--- src/rtl/sys_defs_pkg.sv ---
// Shared execute-stage definitions: tag/data widths, the multiplier latency and
// the completion-buffer entry type. `MULT_STAGES defaults to 4 unless the build sets it.
`ifndef MULT_STAGES
`define MULT_STAGES 4
`endif

package sys_defs;

    localparam int PHYS_REG_IDX_W = 6;
    localparam int DATA_W         = 32;
    localparam int MULT_STAGES    = `MULT_STAGES;

    typedef struct packed {
        logic [PHYS_REG_IDX_W-1:0] tag;
        logic [DATA_W-1:0]         data;
    } MULT_CDB_ENTRY;

endpackage

--- src/rtl/mult_cdb_fifo.sv ---
// Generic DEPTH-entry circular FIFO of W-bit completion entries with an
// occupancy counter that distinguishes full from empty.
module mult_cdb_fifo
    import sys_defs::*;
#(
    parameter int DEPTH = 4,
    parameter int W     = $bits(MULT_CDB_ENTRY)
) (
    input  logic         clock,
    input  logic         reset_n,
    input  logic         i_push,
    input  logic [W-1:0] i_wdata,
    input  logic         i_pop,
    output logic [W-1:0] o_rdata,
    output logic         o_full,
    output logic         o_empty
);

    localparam int PTR_W = $clog2(DEPTH);
    localparam int CNT_W = $clog2(DEPTH + 1);

    logic [W-1:0]     r_mem [DEPTH];
    logic [PTR_W-1:0] r_head;
    logic [PTR_W-1:0] r_tail;
    logic [CNT_W-1:0] r_count;
    logic             w_push;
    logic             w_pop;

    assign o_full  = (r_count == CNT_W'(DEPTH));
    assign o_empty = (r_count == '0);
    assign w_pop   = i_pop & ~o_empty;
    // A push into a full FIFO survives only if the head leaves in the same cycle.
    assign w_push  = i_push & (~o_full | w_pop);
    assign o_rdata = r_mem[r_head];

    // NOTE: storage is not reset; r_count alone says which slots hold valid data.
    always_ff @(posedge clock) begin
        if (w_push) r_mem[r_tail] <= i_wdata;
    end

    always_ff @(posedge clock or negedge reset_n) begin
        if (!reset_n) begin
            r_head  <= '0;
            r_tail  <= '0;
            r_count <= '0;
        end else begin
            if (w_push) r_tail <= r_tail + 1'b1;
            if (w_pop)  r_head <= r_head + 1'b1;
            case ({w_push, w_pop})
                2'b10:   r_count <= r_count + 1'b1;
                2'b01:   r_count <= r_count - 1'b1;
                default: ;
            endcase
        end
    end

endmodule

--- src/rtl/mult_cdb_buffer.sv ---
// Multiplier completion stage: tag pipe, result FIFO, credit counter and CDB request.
// Define MULT_CDB_BYPASS_EN to broadcast a result in its mult_done cycle when the FIFO is empty.
module mult_cdb_buffer
    import sys_defs::*;
#(
    parameter int STAGES = `MULT_STAGES,
    parameter int DEPTH  = 4,
    parameter int TAG_W  = PHYS_REG_IDX_W
) (
    input  logic              clock,
    input  logic              reset_n,
    input  logic              issue_valid,
    input  logic [TAG_W-1:0]  issue_tag,
    output logic              issue_ready,
    input  logic              mult_done,
    input  logic [DATA_W-1:0] mult_result,
    output logic              cdb_req,
    output logic [TAG_W-1:0]  cdb_tag,
    output logic [DATA_W-1:0] cdb_data,
    input  logic              cdb_grant,
    output logic              err
);

    localparam int CNT_W = $clog2(DEPTH + 1);

    typedef struct packed {
        logic [TAG_W-1:0]  tag;
        logic [DATA_W-1:0] data;
    } entry_t;

    logic [CNT_W-1:0]            r_credits;
    logic [STAGES-1:0]           r_pipe_valid;
    logic [STAGES-1:0][TAG_W-1:0] r_pipe_tag;
    logic                        r_err;

    entry_t w_push_entry;
    entry_t w_head;
    logic   w_issue_acc, w_retire, w_bypass;
    logic   w_fifo_push, w_fifo_pop, w_fifo_full, w_fifo_empty;
    logic   w_push_drop;

    assign issue_ready = (r_credits < CNT_W'(DEPTH));
    assign w_issue_acc = issue_valid & issue_ready;
    assign err         = r_err;

`ifdef MULT_CDB_BYPASS_EN
    assign w_bypass = w_fifo_empty & mult_done;
`else
    assign w_bypass = 1'b0;
`endif

    assign w_retire     = cdb_req & cdb_grant;
    assign w_fifo_pop   = w_retire & ~w_bypass;
    assign w_fifo_push  = mult_done & ~(w_bypass & cdb_grant);
    assign w_push_drop  = w_fifo_push & w_fifo_full & ~w_fifo_pop;
    assign w_push_entry = '{tag: r_pipe_tag[STAGES-1], data: mult_result};

    mult_cdb_fifo #(
        .DEPTH (DEPTH),
        .W     ($bits(entry_t))
    ) u_fifo (
        .clock   (clock),
        .reset_n (reset_n),
        .i_push  (w_fifo_push),
        .i_wdata (w_push_entry),
        .i_pop   (w_fifo_pop),
        .o_rdata (w_head),
        .o_full  (w_fifo_full),
        .o_empty (w_fifo_empty)
    );

    // NOTE: every output is given a default before any branch, so no path infers a latch.
    always_comb begin
        cdb_req  = 1'b0;
        cdb_tag  = '0;
        cdb_data = '0;
        if (w_bypass) begin
            cdb_req  = 1'b1;
            cdb_tag  = r_pipe_tag[STAGES-1];
            cdb_data = mult_result;
        end else if (!w_fifo_empty) begin
            cdb_req  = 1'b1;
            cdb_tag  = w_head.tag;
            cdb_data = w_head.data;
        end
    end

    // NOTE: state registers use non-blocking assignments so the shift reads pre-edge values.
    always_ff @(posedge clock or negedge reset_n) begin
        if (!reset_n) begin
            r_pipe_valid <= '0;
            r_pipe_tag   <= '0;
        end else begin
            r_pipe_valid[0] <= w_issue_acc;
            r_pipe_tag[0]   <= issue_tag;
            for (int i = 1; i < STAGES; i++) begin
                r_pipe_valid[i] <= r_pipe_valid[i-1];
                r_pipe_tag[i]   <= r_pipe_tag[i-1];
            end
        end
    end

    // Credits saturate at zero so a stale post-reset result cannot wrap the counter.
    always_ff @(posedge clock or negedge reset_n) begin
        if (!reset_n) begin
            r_credits <= '0;
        end else begin
            case ({w_issue_acc, w_retire})
                2'b10:   r_credits <= r_credits + 1'b1;
                2'b01:   if (r_credits != '0) r_credits <= r_credits - 1'b1;
                default: ;
            endcase
        end
    end

    always_ff @(posedge clock or negedge reset_n) begin
        if (!reset_n) begin
            r_err <= 1'b0;
        end else if ((issue_valid & ~issue_ready) |
                     (mult_done ^ r_pipe_valid[STAGES-1]) |
                     w_push_drop) begin
            r_err <= 1'b1;
        end
    end

endmodule

--- config.mk ---
export PLATFORM = sky130hd
export DESIGN_NAME = mult_cdb_buffer
export DESIGN_NICKNAME = d
export VERILOG_FILES = /design/src/rtl/sys_defs_pkg.sv /design/src/rtl/mult_cdb_fifo.sv /design/src/rtl/mult_cdb_buffer.sv
export SDC_FILE = /design/constraint.sdc
export NUM_CORES = 1
export LEC_CHECK = 0
export ABC_AREA = 1
export CAP_MARGIN = 20
export CORE_ASPECT_RATIO = 0.5
export CORE_MARGIN = 4
export CORE_UTILIZATION = 50
export DETAILED_ROUTE_END_ITERATION = 7
export PLACE_DENSITY = 0.73
export SLEW_MARGIN = 20
export SYNTH_ARGS = -nofsm -noshare
export SYNTH_HDL_FRONTEND = slang
export SYNTH_HIERARCHICAL = 1
export SYNTH_SLANG_ARGS = --single-unit
export TNS_END_PERCENT = 10
--- constraint.sdc ---
create_clock -name clock -period 3 [get_ports clock]
set_input_delay 0.75 -clock clock [delete_from_list [all_inputs] [get_ports clock]]
set_output_delay 0.75 -clock clock [all_outputs]
set_load 0.02 [all_outputs]
==> impl_metrics.py <==
metrics = {
    "drt": {
        "vias": 4779,
        "drtAntennaViolNets": 0,
        "drt-total-wl_um": 15470,
        "vias_per_cell": 5.161,
        "avgRoutedWirePerCell_um": 16.71,
        "drc_errors": 0,
        "firstDrtPassIters": 5,
        "drt_iter0_markers": 362,
    },
    "clocking": {
        "cts_tree": "yes",
        "root_buffer": "clkbuf_16",
        "clk_pin_slew_worst_paths_ns": 0.07,
        "cts_buffer_depth": 2,
        "clock-sinks": 191,
        "numCtsBuffers": 17,
        "worst_skew_pair.late_latency_ns": 0.42,
        "h-tree-depth": 4,
    },
    "placed_design": {
        "pre_cts_slack_ns": 0.1284,
        "gp_congestion": 0.7585,
        "dpl.hpwl_um": 8554,
        "port_buffers": 83,
    },
    "power_and_ir_drop": {
        "clkPwrFrac": 0.222,
        "p_sw_frac": 0.3859,
        "p_leak_uw": 0.003736,
        "p_switching_uw": 3821,
        "p_per_area_nw_per_um2": 1055,
        "worst_ir_drop_vdd_uv": 508.9,
        "pwr-share-comb": 0.415,
        "cellInternalPower_uw": 6082,
        "p_total_uw": 9904,
        "seq_power_share": 0.362,
    },
    "layout": {
        "syn_to_final_growth_pct": 24.21,
        "fillerInstances": 1088,
        "multi_input_area_um2": 1595,
        "diodes": 0,
        "regArea_um2": 5542,
        "finish.net_count": 765,
        "drive_gt1_frac": 0.1168,
    },
    "critical_path": {
        "critPathKind": "reg2out",
        "required_ns": 2.25,
        "endpoint_kind": "primary output",
        "crit_path_max_fanout": 19,
        "cp.arrival_ns": 2.08,
        "start_kind": "flop",
    },
    "sta": {
        "worst_pin_slew_ns": 0.8270,
        "rsz0062_at_grt": "false",
        "setup_violations": 0,
        "finalClockSkew_ns": 0.007814,
        "finalCritPeriodShare": 0.9444,
        "relSlewSlack": 0.4487,
        "min_period_ns": 2.833,
        "hold_violations": 0,
        "setup_slack_ns": 0.1668,
        "max_freq_mhz": 353.0,
        "drv_slew": 0,
    },
    "floorplan": {
        "coreArea_um2": 14620,
        "start_util": 0.5170,
        "die-area_um2": 17270,
        "rows": 31,
        "io_pins": 84,
        "die-width_um": 181.9,
        "dieHeight_um": 94.95,
    },
    "logic_synthesis": {
        "yosys_warnings": 6,
        "seq_area_frac_synth": 0.7329,
        "syn_avg_cell_area_um2": 12.27,
        "synthCells": 616,
        "syn_area_um2": 7560,
        "synth_nets": 666,
        "synth_cell_type_count": 26,
        "ys_seq_elements": 191,
    },
    "grt": {
        "grt-ovfl-total": 0,
        "antenna_found_initial": 0,
        "grt_max_degree": 40,
        "first_global_vias": 4783,
        "gr-usage-all-layers": 0.1770,
        "grt_pass1_wl_um": 23650,
    },
    "min_path": {
        "hp-class": "reg2reg",
    },
    "run": {
        "drv_cap": 0,
    },
    "status": {
        "status": "finished, final reports clean",
    },
}
==> cells in the mapped netlist <==
master | n | area, µm²
nor2_1 | 159 | 596.8
edfxtp_1 | 152 | 4564
o21ai_1 | 75 | 375.4
inv_1 | 59 | 221.5
dfrtp_1 | 39 | 975.9
o21ai_0 | 31 | 155.2
nand2_1 | 29 | 108.9
o21ai_2 | 12 | 105.1
buf_2 | 10 | 50.05
nand3_1 | 10 | 50.05
buf_6 | 8 | 90.09
buf_4 | 5 | 37.54
ha_1 | 5 | 62.56
clkbuf_2 | 3 | 15.01
inv_2 | 3 | 11.26
nand2_2 | 3 | 18.77
a21oi_1 | 2 | 10.01
clkbuf_1 | 2 | 7.510
fa_1 | 2 | 40.04
buf_8 | 1 | 15.01
inv_4 | 1 | 6.260
nand2_4 | 1 | 11.26
nand4_1 | 1 | 6.260
nor2_4 | 1 | 11.26
nor3_1 | 1 | 5.000
xnor2_1 | 1 | 8.760
==> flip-flops by register name, summed over array words and instances, names as in the netlist <==
register        flops
err                 1
r_credits           3
r_pipe_tag         24
u_fifo/r_head       2
u_fifo/r_tail       2
r_pipe_valid        4
u_fifo/r_count      3
u_fifo/r_mem      152
==> cell families after synthesis <==
| kind of cell | synth area share |
|---|---|
| AOI/OAI and AO/OA | 0.08540 |
| adders and majority gates | 0.01357 |
| and+or+nand+nor | 0.1069 |
| buffers and inverters | 0.06008 |
| xor gates and xnor gates | 0.001159 |
| DFF | 0.7329 |
==> cell type report <==
class | instances | share of cell area
sequential | 191 | 0.5901
clock buffer | 19 | 0.04837
inverter | 63 | 0.02638
multi-input combinational | 333 | 0.1699
clock inverter | 13 | 0.01492
tap | 198 | 0.02638
timing repair buffer | 109 | 0.1239
==> worst max-delay path, stage by stage, from the launching register on <==
cell           delay [ns]
dfrtp_1              0.44
inv_4                0.16
buf_16               0.18
o21ai_0              0.12
o21ai_0              0.21
inv_1                0.07
nor2_1               0.13
dlygate4sd2_1        0.35
==> per-layer routing <==
| layer | track usage | vias up | part of all wire |
|---|---|---|---|
| li1 | - | 2275 | - |
| met1 | 0.2245 | 2340 | 0.42 |
| met2 | 0.3102 | 144 | 0.51 |
| met3 | 0.03232 | 20 | 0.057 |
| met4 | 0.06554 | 0 | 0.016 |
| met5 | 0 | - | 0 |
==> cell usage in the layout (no fill, tap or decap), types with 5 or more instances in the layout <==
master	instances
nand3_1	10
o21ai_2	12
nor2_1	155
dfrtp_1	38
buf_12	8
nand2_1	29
o21ai_1	75
clkbuf_16	20
nor2_4	5
ha_1	5
edfxtp_1	152
o21ai_0	31
dlygate4sd2_1	35
buf_4	13
clkdlybuf4s50_1	44
inv_1	58
==> path summary, 6_finish.rpt <==
kind                                         from           endpoint  slack [ns]  depth (start not counted)
worst max-delay path             u_fifo/r_head[1]        cdb_data[2]        0.17                          7
worst min-delay path              r_pipe_valid[1]    r_pipe_valid[2]        0.35                          0
worst max register to register  u_fifo/r_count[0]  u_fifo/r_count[2]        0.69                         14
worst min register to register    r_pipe_valid[1]    r_pipe_valid[2]        0.35                          0
max in group asynchronous                 reset_n   u_fifo/r_head[0]        2.00                          1
min in group asynchronous                 reset_n      r_pipe_tag[2]        0.42                          1
==> power by group through the flow <==
stage	combinational (µW)	clock (µW)	sequential [µW]
after floorplan	2610	0	3590
after global placement	4060	0	3620
after detailed placement	4170	0	3640
after CTS	4060	2240	3580
after global routing	4490	2370	3630
final	4110	2200	3590
==> metrics by stage <==
stage | instance area (µm²) | hold WS (ns) | instances | setup TNS (ns) | utilization
2_1_floorplan | 7560 | 0.3312 | 616 | -41.66 | -
3_3_place_gp | 8707 | 0.3311 | 889 | 0 | 0.5954
3_5_place_dp | 8707 | 0.3347 | 889 | 0 | 0.5954
4_1_cts | 9325 | 0.3511 | 923 | -0.05700 | 0.6377
5_1_grt | 9390 | 0.3521 | 926 | 0 | 0.6422
6_report | 9390 | 0.3483 | 926 | 0 | 0.6422
==> what timing repair did <==
item                       CTS  global route
cloned                       1             2
setup endpoints to repair   38             3
pin swaps                    0             0
gates resized for setup     42             6
setup buffers                1             1
hold buffers                 0             0
No activity file was read; power rests on OpenSTA's default activity.
